**config.mk**
```make
export PLATFORM = sky130hd
export DESIGN_NAME = prog_freq_divider
export DESIGN_NICKNAME = d
export VERILOG_FILES = /design/src/rtl/prog_freq_divider.sv
export SDC_FILE = /design/constraint.sdc
export NUM_CORES = 1
export LEC_CHECK = 0
export ABC_AREA = 1
export BUFFER_PORTS_ARGS = -buffer_cell sky130_fd_sc_hd__buf_4
export CELL_PAD_IN_SITES_DETAIL_PLACEMENT = 1
export CELL_PAD_IN_SITES_GLOBAL_PLACEMENT = 1
export CORE_UTILIZATION = 40
export CTS_CLUSTER_DIAMETER = 40
export DETAILED_ROUTE_END_ITERATION = 8
export PLACE_DENSITY_LB_ADDON = 0.12
export SLEW_MARGIN = 40
export SYNTH_ARGS = -nofsm -noshare
export SYNTH_HDL_FRONTEND = slang
export SYNTH_SLANG_ARGS = --single-unit
export TNS_END_PERCENT = 50
```
**constraint.sdc**
```tcl
create_clock -name clk -period 2.8 [get_ports clk]
set_input_delay 0.42 -clock clk [delete_from_list [all_inputs] [get_ports clk]]
set_output_delay 0.42 -clock clk [all_outputs]
set_load 0.01 [all_outputs]
```
**src/rtl/prog_freq_divider.sv**
```systemverilog
// Programmable modulo-N counter / clock divider with a shadowed modulus that takes effect on wrap.
// Optional macro DIV_SQUARE_EN: fout is a ~50% square wave instead of a registered tc pulse.
module prog_freq_divider #(
    parameter int WIDTH   = 4,
    parameter int DEF_MOD = 5
) (
    input  logic             clk,
    input  logic             reset,
    input  logic             en,
    input  logic [WIDTH-1:0] mod_in,
    input  logic             mod_load,
    output logic [WIDTH-1:0] count,
    output logic             tc,
    output logic             fout,
    output logic             mod_pending,
    output logic             mod_err
);

    localparam logic [WIDTH-1:0] ONE     = WIDTH'(1);
    localparam logic [WIDTH-1:0] DEF_N   = WIDTH'(DEF_MOD);

    logic [WIDTH-1:0] n_act;
    logic [WIDTH-1:0] shadow;
    logic [WIDTH-1:0] cnt_nxt;
    logic [WIDTH-1:0] n_nxt;
    logic [WIDTH-1:0] shadow_nxt;
    logic             pend_nxt;
    logic             load_ok;
    logic             wrap;

    assign load_ok = mod_load && (mod_in != '0);
    assign wrap    = en && (count == n_act - ONE);
    assign tc      = wrap;

    // A valid load landing on the wrap edge bypasses the shadow and wins over any pending value.
    always_comb begin
        cnt_nxt    = count;
        n_nxt      = n_act;
        shadow_nxt = shadow;
        pend_nxt   = mod_pending;
        if (load_ok) begin
            shadow_nxt = mod_in;
            pend_nxt   = 1'b1;
        end
        if (wrap) begin
            cnt_nxt  = '0;
            pend_nxt = 1'b0;
            if (load_ok) begin
                n_nxt = mod_in;
            end else if (mod_pending) begin
                n_nxt = shadow;
            end
        end else if (en) begin
            cnt_nxt = count + ONE;
        end
    end

    always_ff @(posedge clk or posedge reset) begin
        if (reset) begin
            count       <= '0;
            n_act       <= DEF_N;
            shadow      <= DEF_N;
            mod_pending <= 1'b0;
            mod_err     <= 1'b0;
        end else begin
            count       <= cnt_nxt;
            n_act       <= n_nxt;
            shadow      <= shadow_nxt;
            mod_pending <= pend_nxt;
            mod_err     <= mod_load && (mod_in == '0);
        end
    end

`ifdef DIV_SQUARE_EN
    // Precomputed from next-state so fout stays a pure register aligned with count.
    logic [WIDTH:0] half_nxt;
    assign half_nxt = ({1'b0, n_nxt} + (WIDTH+1)'(1)) >> 1;

    always_ff @(posedge clk or posedge reset) begin
        if (reset) begin
            fout <= 1'b1;
        end else begin
            fout <= ({1'b0, cnt_nxt} < half_nxt);
        end
    end
`else
    always_ff @(posedge clk or posedge reset) begin
        if (reset) begin
            fout <= 1'b0;
        end else begin
            fout <= tc;
        end
    end
`endif

endmodule
```
# Word-level counts from Yosys, hierarchy flattened
# Cells that the tools add are included.
# op_classes
bitwise	0
div_mod_pow	0
reduce_logical	9
muxes	6
magnitude_cmp	0
n_eq_ne	1
n_addsub	2
shifts	0
multipliers	0
# ops
cell	n
$mux W4	4
$reduce_bool A2 Y1	3
$add A4 B1 Y4 const B	1
$eq A4 B4 Y1	1
$logic_not A4 Y1	1
$reduce_bool A4 Y1	1
$sub A4 B1 Y4 const B	1
$logic_and A1 B1 Y1	3
$mux W1	2
$reduce_and A2 Y1	1
# totals
memories	0
ram_bits	0
mem_bits_ro	0
latchBits	0
reg_bits	15
output_inout_bits	8
word_cells	24

# Logic depth before layout (Yosys ltp)
# depth
ltp_word	4
mapped_depth	10

# Least setup slack after synthesis
# OpenSTA, ideal clock, no wires.
# synth_path
kind	flip-flop to output port
startpoint	register n_act[0]
endpoint	output port tc
t_required_ns	2.380
stages_incl_launch_ff	8
setup_slack_ns	0.989
arrival_ns	1.391
path_cell_list	dfstp_2 inv_1 ha_1 nand2_1 nand4_2 nor2_4 nand2_2 inv_2
# synth_via
elab_chain_len	3
# synth_rtl
item	line_no	text
start, declared	22	logic [WIDTH-1:0] n_act;
start signal, assigned	67	n_act <= n_nxt;
$sub A4 B1 Y4	32	assign wrap = en && (count == n_act - ONE);
$eq A4 B4 Y1	32	
$logic_and A1 B1 Y1	32	
end, declared	13	output logic tc,
# Every way passes these cells.

# Worst setup path in the final report
# Same ends and word-level chain as after synthesis.

==> flow_summary.yaml <==
route:
  route.vias.total: 686
  drc_markers: 0
  ant_nets: 0
  drt-vias-per-instance: 4.70
  first_iter_violations: 6
  wire_per_inst_um: 12.0
  dr.pass1.iters: 3
  routed_wl_um: 1750
job:
  max_cap_violations: 0
yosys:
  syn_avg_cell_area_um2: 7.64
  share_of_the_synthesized_area_in_compound_gates_ao_oa_aoi_oai_pct: 0.642
  synth_xor_xnor_area_share_pct: 2.25
  syn_area_um2: 779
  number_of_synthesized_register_bits: 15
  netlist_top_cells_area: "sky130_fd_sc_hd__dfrtp_1 35%, sky130_fd_sc_hd__nand2_1 21%, sky130_fd_sc_hd__dfstp_2 13%"
  synth_adder_area_share_pct: 3.21
  yosysWarningCount: 0
  synthesis.instances: 102
  post-synth-top-count-cell: "sky130_fd_sc_hd__nand2_1"
  synth.lib_cells_used.distinct: 16
  simple_gate_portion_of_the_synthesized_area_pct: 36.9
  synthesis.nets: 112
  synthArstFlopShare_pct: 100
  synth_top_cell_area_share_pct: 35.3
  ys.flop_type: "sky130_fd_sc_hd__dfrtp_1"
  dominant_combinational_cell_family_by_area_after_synthesis: "simple AND/OR/NAND/NOR gates"
  netlist_top_cells_count: "44 x sky130_fd_sc_hd__nand2_1, 16 x sky130_fd_sc_hd__inv_1, 11 x sky130_fd_sc_hd__dfrtp_1"
  synth.mux.area_fraction_pct: 0
  edff_count_synth: 0
  synth-seq-area-share_pct: 48.8
  yosys_top_cell_by_area: "sky130_fd_sc_hd__dfrtp_1"
global_routing:
  largest_net_degree_at_the_start_of_global_routing: 16
  grt-ovfl-total: 0
  via_count_of_the_first_global_routing_pass: 688
  antenna_found_initial: 0
  grt_first_pass_wirelength_um: 2900
  total_routing_usage_reported_by_global_routing_pct: 19.3
critical_path:
  critical_path.max_fanout: 6
  regToRegSetupSlack_ns: 1.10
  critPathArrivalTime_ns: 1.94
  worst-r2r-cell-count: 9
  r2r_path_end: "count[0]$_DFFE_PP0P_"
  rr_startpoint: "n_act[0]$_DFFE_PP1P_"
  worstSetupStartpointType: "flop"
  timing.critical_path.required_ns: 2.38
  worst_setup_end_kind: "primary output"
  worstSetupPathType: "reg2out"
clock_tree:
  cts_setup_buffers: 0
  cts_sinks: 15
  path_clk_slew_ns: 0.10
  hold_buffers: 0
  cts.repair.resized: 0
  max-clock-path-buffers: 2
  clock_latency_ns: 0.28
  cts.root.buffer_cell: "sky130_fd_sc_hd__clkbuf_4"
  cts-buffers-inserted: 3
  cts.htree.levels: 1
  clock_tree_from_tritoncts: "yes"
sta:
  timing_worst_slew_pin_value_ns: 0.569
  final.min_clock_period_ns: 2.36
  hold_violations_final: 0
  rsz_0062_raised_after_global_routing: "false"
  layout_setup_ws_ns: 0.441
  drv_slew: 0
  slew_headroom_pct: 62.0
  report.final.setup_viol: 0
  timing.setup.tns_ns: 0
  worst_clock_skew_ns: 0.00450
  finalCritPeriodShare_pct: 84.3
  timing.fmax_ghz: 0.424
pwr:
  fraction_of_power_consumed_by_the_clock_network_pct: 13.5
  p_int_w: 0.000523
  relative_contribution_of_combinational_cells_to_total_power_pct: 49.0
  power_per_cell_area_nw_per_um2: 982
  power.leakage_nw: 0.545
  power.share.sequential_pct: 37.5
  net-switching-power_w: 0.000411
  vdd.ir_drop.worst_mv: 0.421
  power_w: 0.000934
  sw_frac_of_total_pct: 44.0
run_status:
  status: "finished clean"
hold_path:
  worst_hold_path_type: "in2async"
cells_and_area:
  instances_no_fill: 146
  finish.utilization_pct: 53.3
  share_of_layout_cells_above_drive_strength_1_pct: 24.0
  design.final.nets: 132
  antenna_cells: 0
  syn2layout_area_growth_pct: 22.0
die:
  design.core.area_um2: 1780
  die-area_um2: 2130
  die-height_um: 46.1
  chipWidth_um: 46.1
  initial_utilization_pct: 43.7
  number_of_placed_i_o_pins: 16
  rows: 15
placed_design:
  dp.final_hpwl_um: 1410
  setup_slack_placement_ns: 0.754
  portBuffers: 15
  globalplace.congestion: 0.743
  dp.cells: 142
## layout make-up
type	count	area, um2
fill	237	832
sequential	15	380
multi-input combinational	70	335
timing repair buffer	15	113
inverter	17	63.8
tap	25	31.3
clock buffer	3	22.5
clock inverter	1	5.00
## layer usage
layer | part of all wire (%) | GRT usage (%)
met3 | 2.1 | 2.35
met1 | 49 | 26.8
met5 | 0 | 0
met2 | 49 | 30.7
met4 | 0 | 7.06
## layout by cell type (no fill, tap or decap)
cell type	count
sky130_fd_sc_hd__nand2_1	44
sky130_fd_sc_hd__inv_1	16
sky130_fd_sc_hd__buf_4	15
sky130_fd_sc_hd__dfrtp_1	11
sky130_fd_sc_hd__nor2_1	7
sky130_fd_sc_hd__nand3_1	4
sky130_fd_sc_hd__nand4_1	4
sky130_fd_sc_hd__dfstp_2	4
sky130_fd_sc_hd__clkbuf_4	3
sky130_fd_sc_hd__xor2_1	2
sky130_fd_sc_hd__nand2_2	2
sky130_fd_sc_hd__ha_1	2
sky130_fd_sc_hd__nand4_2	1
sky130_fd_sc_hd__nor2_4	1
sky130_fd_sc_hd__inv_2	1
sky130_fd_sc_hd__nand3_2	1
sky130_fd_sc_hd__nor3_1	1
sky130_fd_sc_hd__o21ai_0	1
sky130_fd_sc_hd__clkinv_2	1
## state kept, by name (all words and copies together), names as in the netlist
name,flops
shadow,4
fout,1
count,4
mod_err,1
mod_pending,1
n_act,4
## stage by stage
stage / hold slack (ns) / instance area [um2]
2_1_floorplan: 0.319 / 779
4_1_cts: 0.196 / 951
5_1_grt: 0.241 / 951
3_5_place_dp: 0.472 / 923
3_3_place_gp: 0.468 / 923
6_report: 0.183 / 951
## cells by family (layout without fill, tap and decap cells)
kind of cell	after synthesis	after routing
AO/OA/AOI/OAI	1	1
XOR/XNOR	2	2
flip-flops	15	15
adder cells (fa/ha/maj)	2	2
AND/OR/NAND/NOR	65	65
buffers and inverters	17	36
## worst max-delay path, stage by stage, from the launching register on
cell                      delay (ns)
sky130_fd_sc_hd__dfstp_2        0.55
sky130_fd_sc_hd__inv_1          0.07
sky130_fd_sc_hd__ha_1           0.31
sky130_fd_sc_hd__nand2_1        0.06
sky130_fd_sc_hd__nand2_1        0.08
sky130_fd_sc_hd__nand4_2        0.10
sky130_fd_sc_hd__nor2_4         0.18
sky130_fd_sc_hd__nand2_2        0.09
sky130_fd_sc_hd__inv_2          0.10
sky130_fd_sc_hd__buf_4          0.12
## how the worst max path moves through the flow
stage                         start  to  slack, ns  cells past startpoint
5_1_grt        n_act[0]$_DFFE_PP1P_  tc       0.28                      9
2_1_floorplan  n_act[0]$_DFFE_PP1P_  tc       0.99                      7
4_1_cts        n_act[0]$_DFFE_PP1P_  tc       0.43                      9
6_report       n_act[0]$_DFFE_PP1P_  tc       0.44                      9
3_5_place_dp   n_act[0]$_DFFE_PP1P_  tc       0.75                      9
3_3_place_gp   n_act[0]$_DFFE_PP1P_  tc       0.81                      8
## power groups by stage
stage / combinational (W) / sequential [W] / clock [W]
final: 0.000458 / 0.000350 / 0.000126
after global routing: 0.000518 / 0.000360 / 0.000137
after CTS: 0.000465 / 0.000351 / 0.000131
after detailed placement: 0.000461 / 0.000355 / 0
after global placement: 0.000446 / 0.000353 / 0
after floorplan: 0.000297 / 0.000360 / 0
Note: power is estimated with default switching activity, not from simulation.
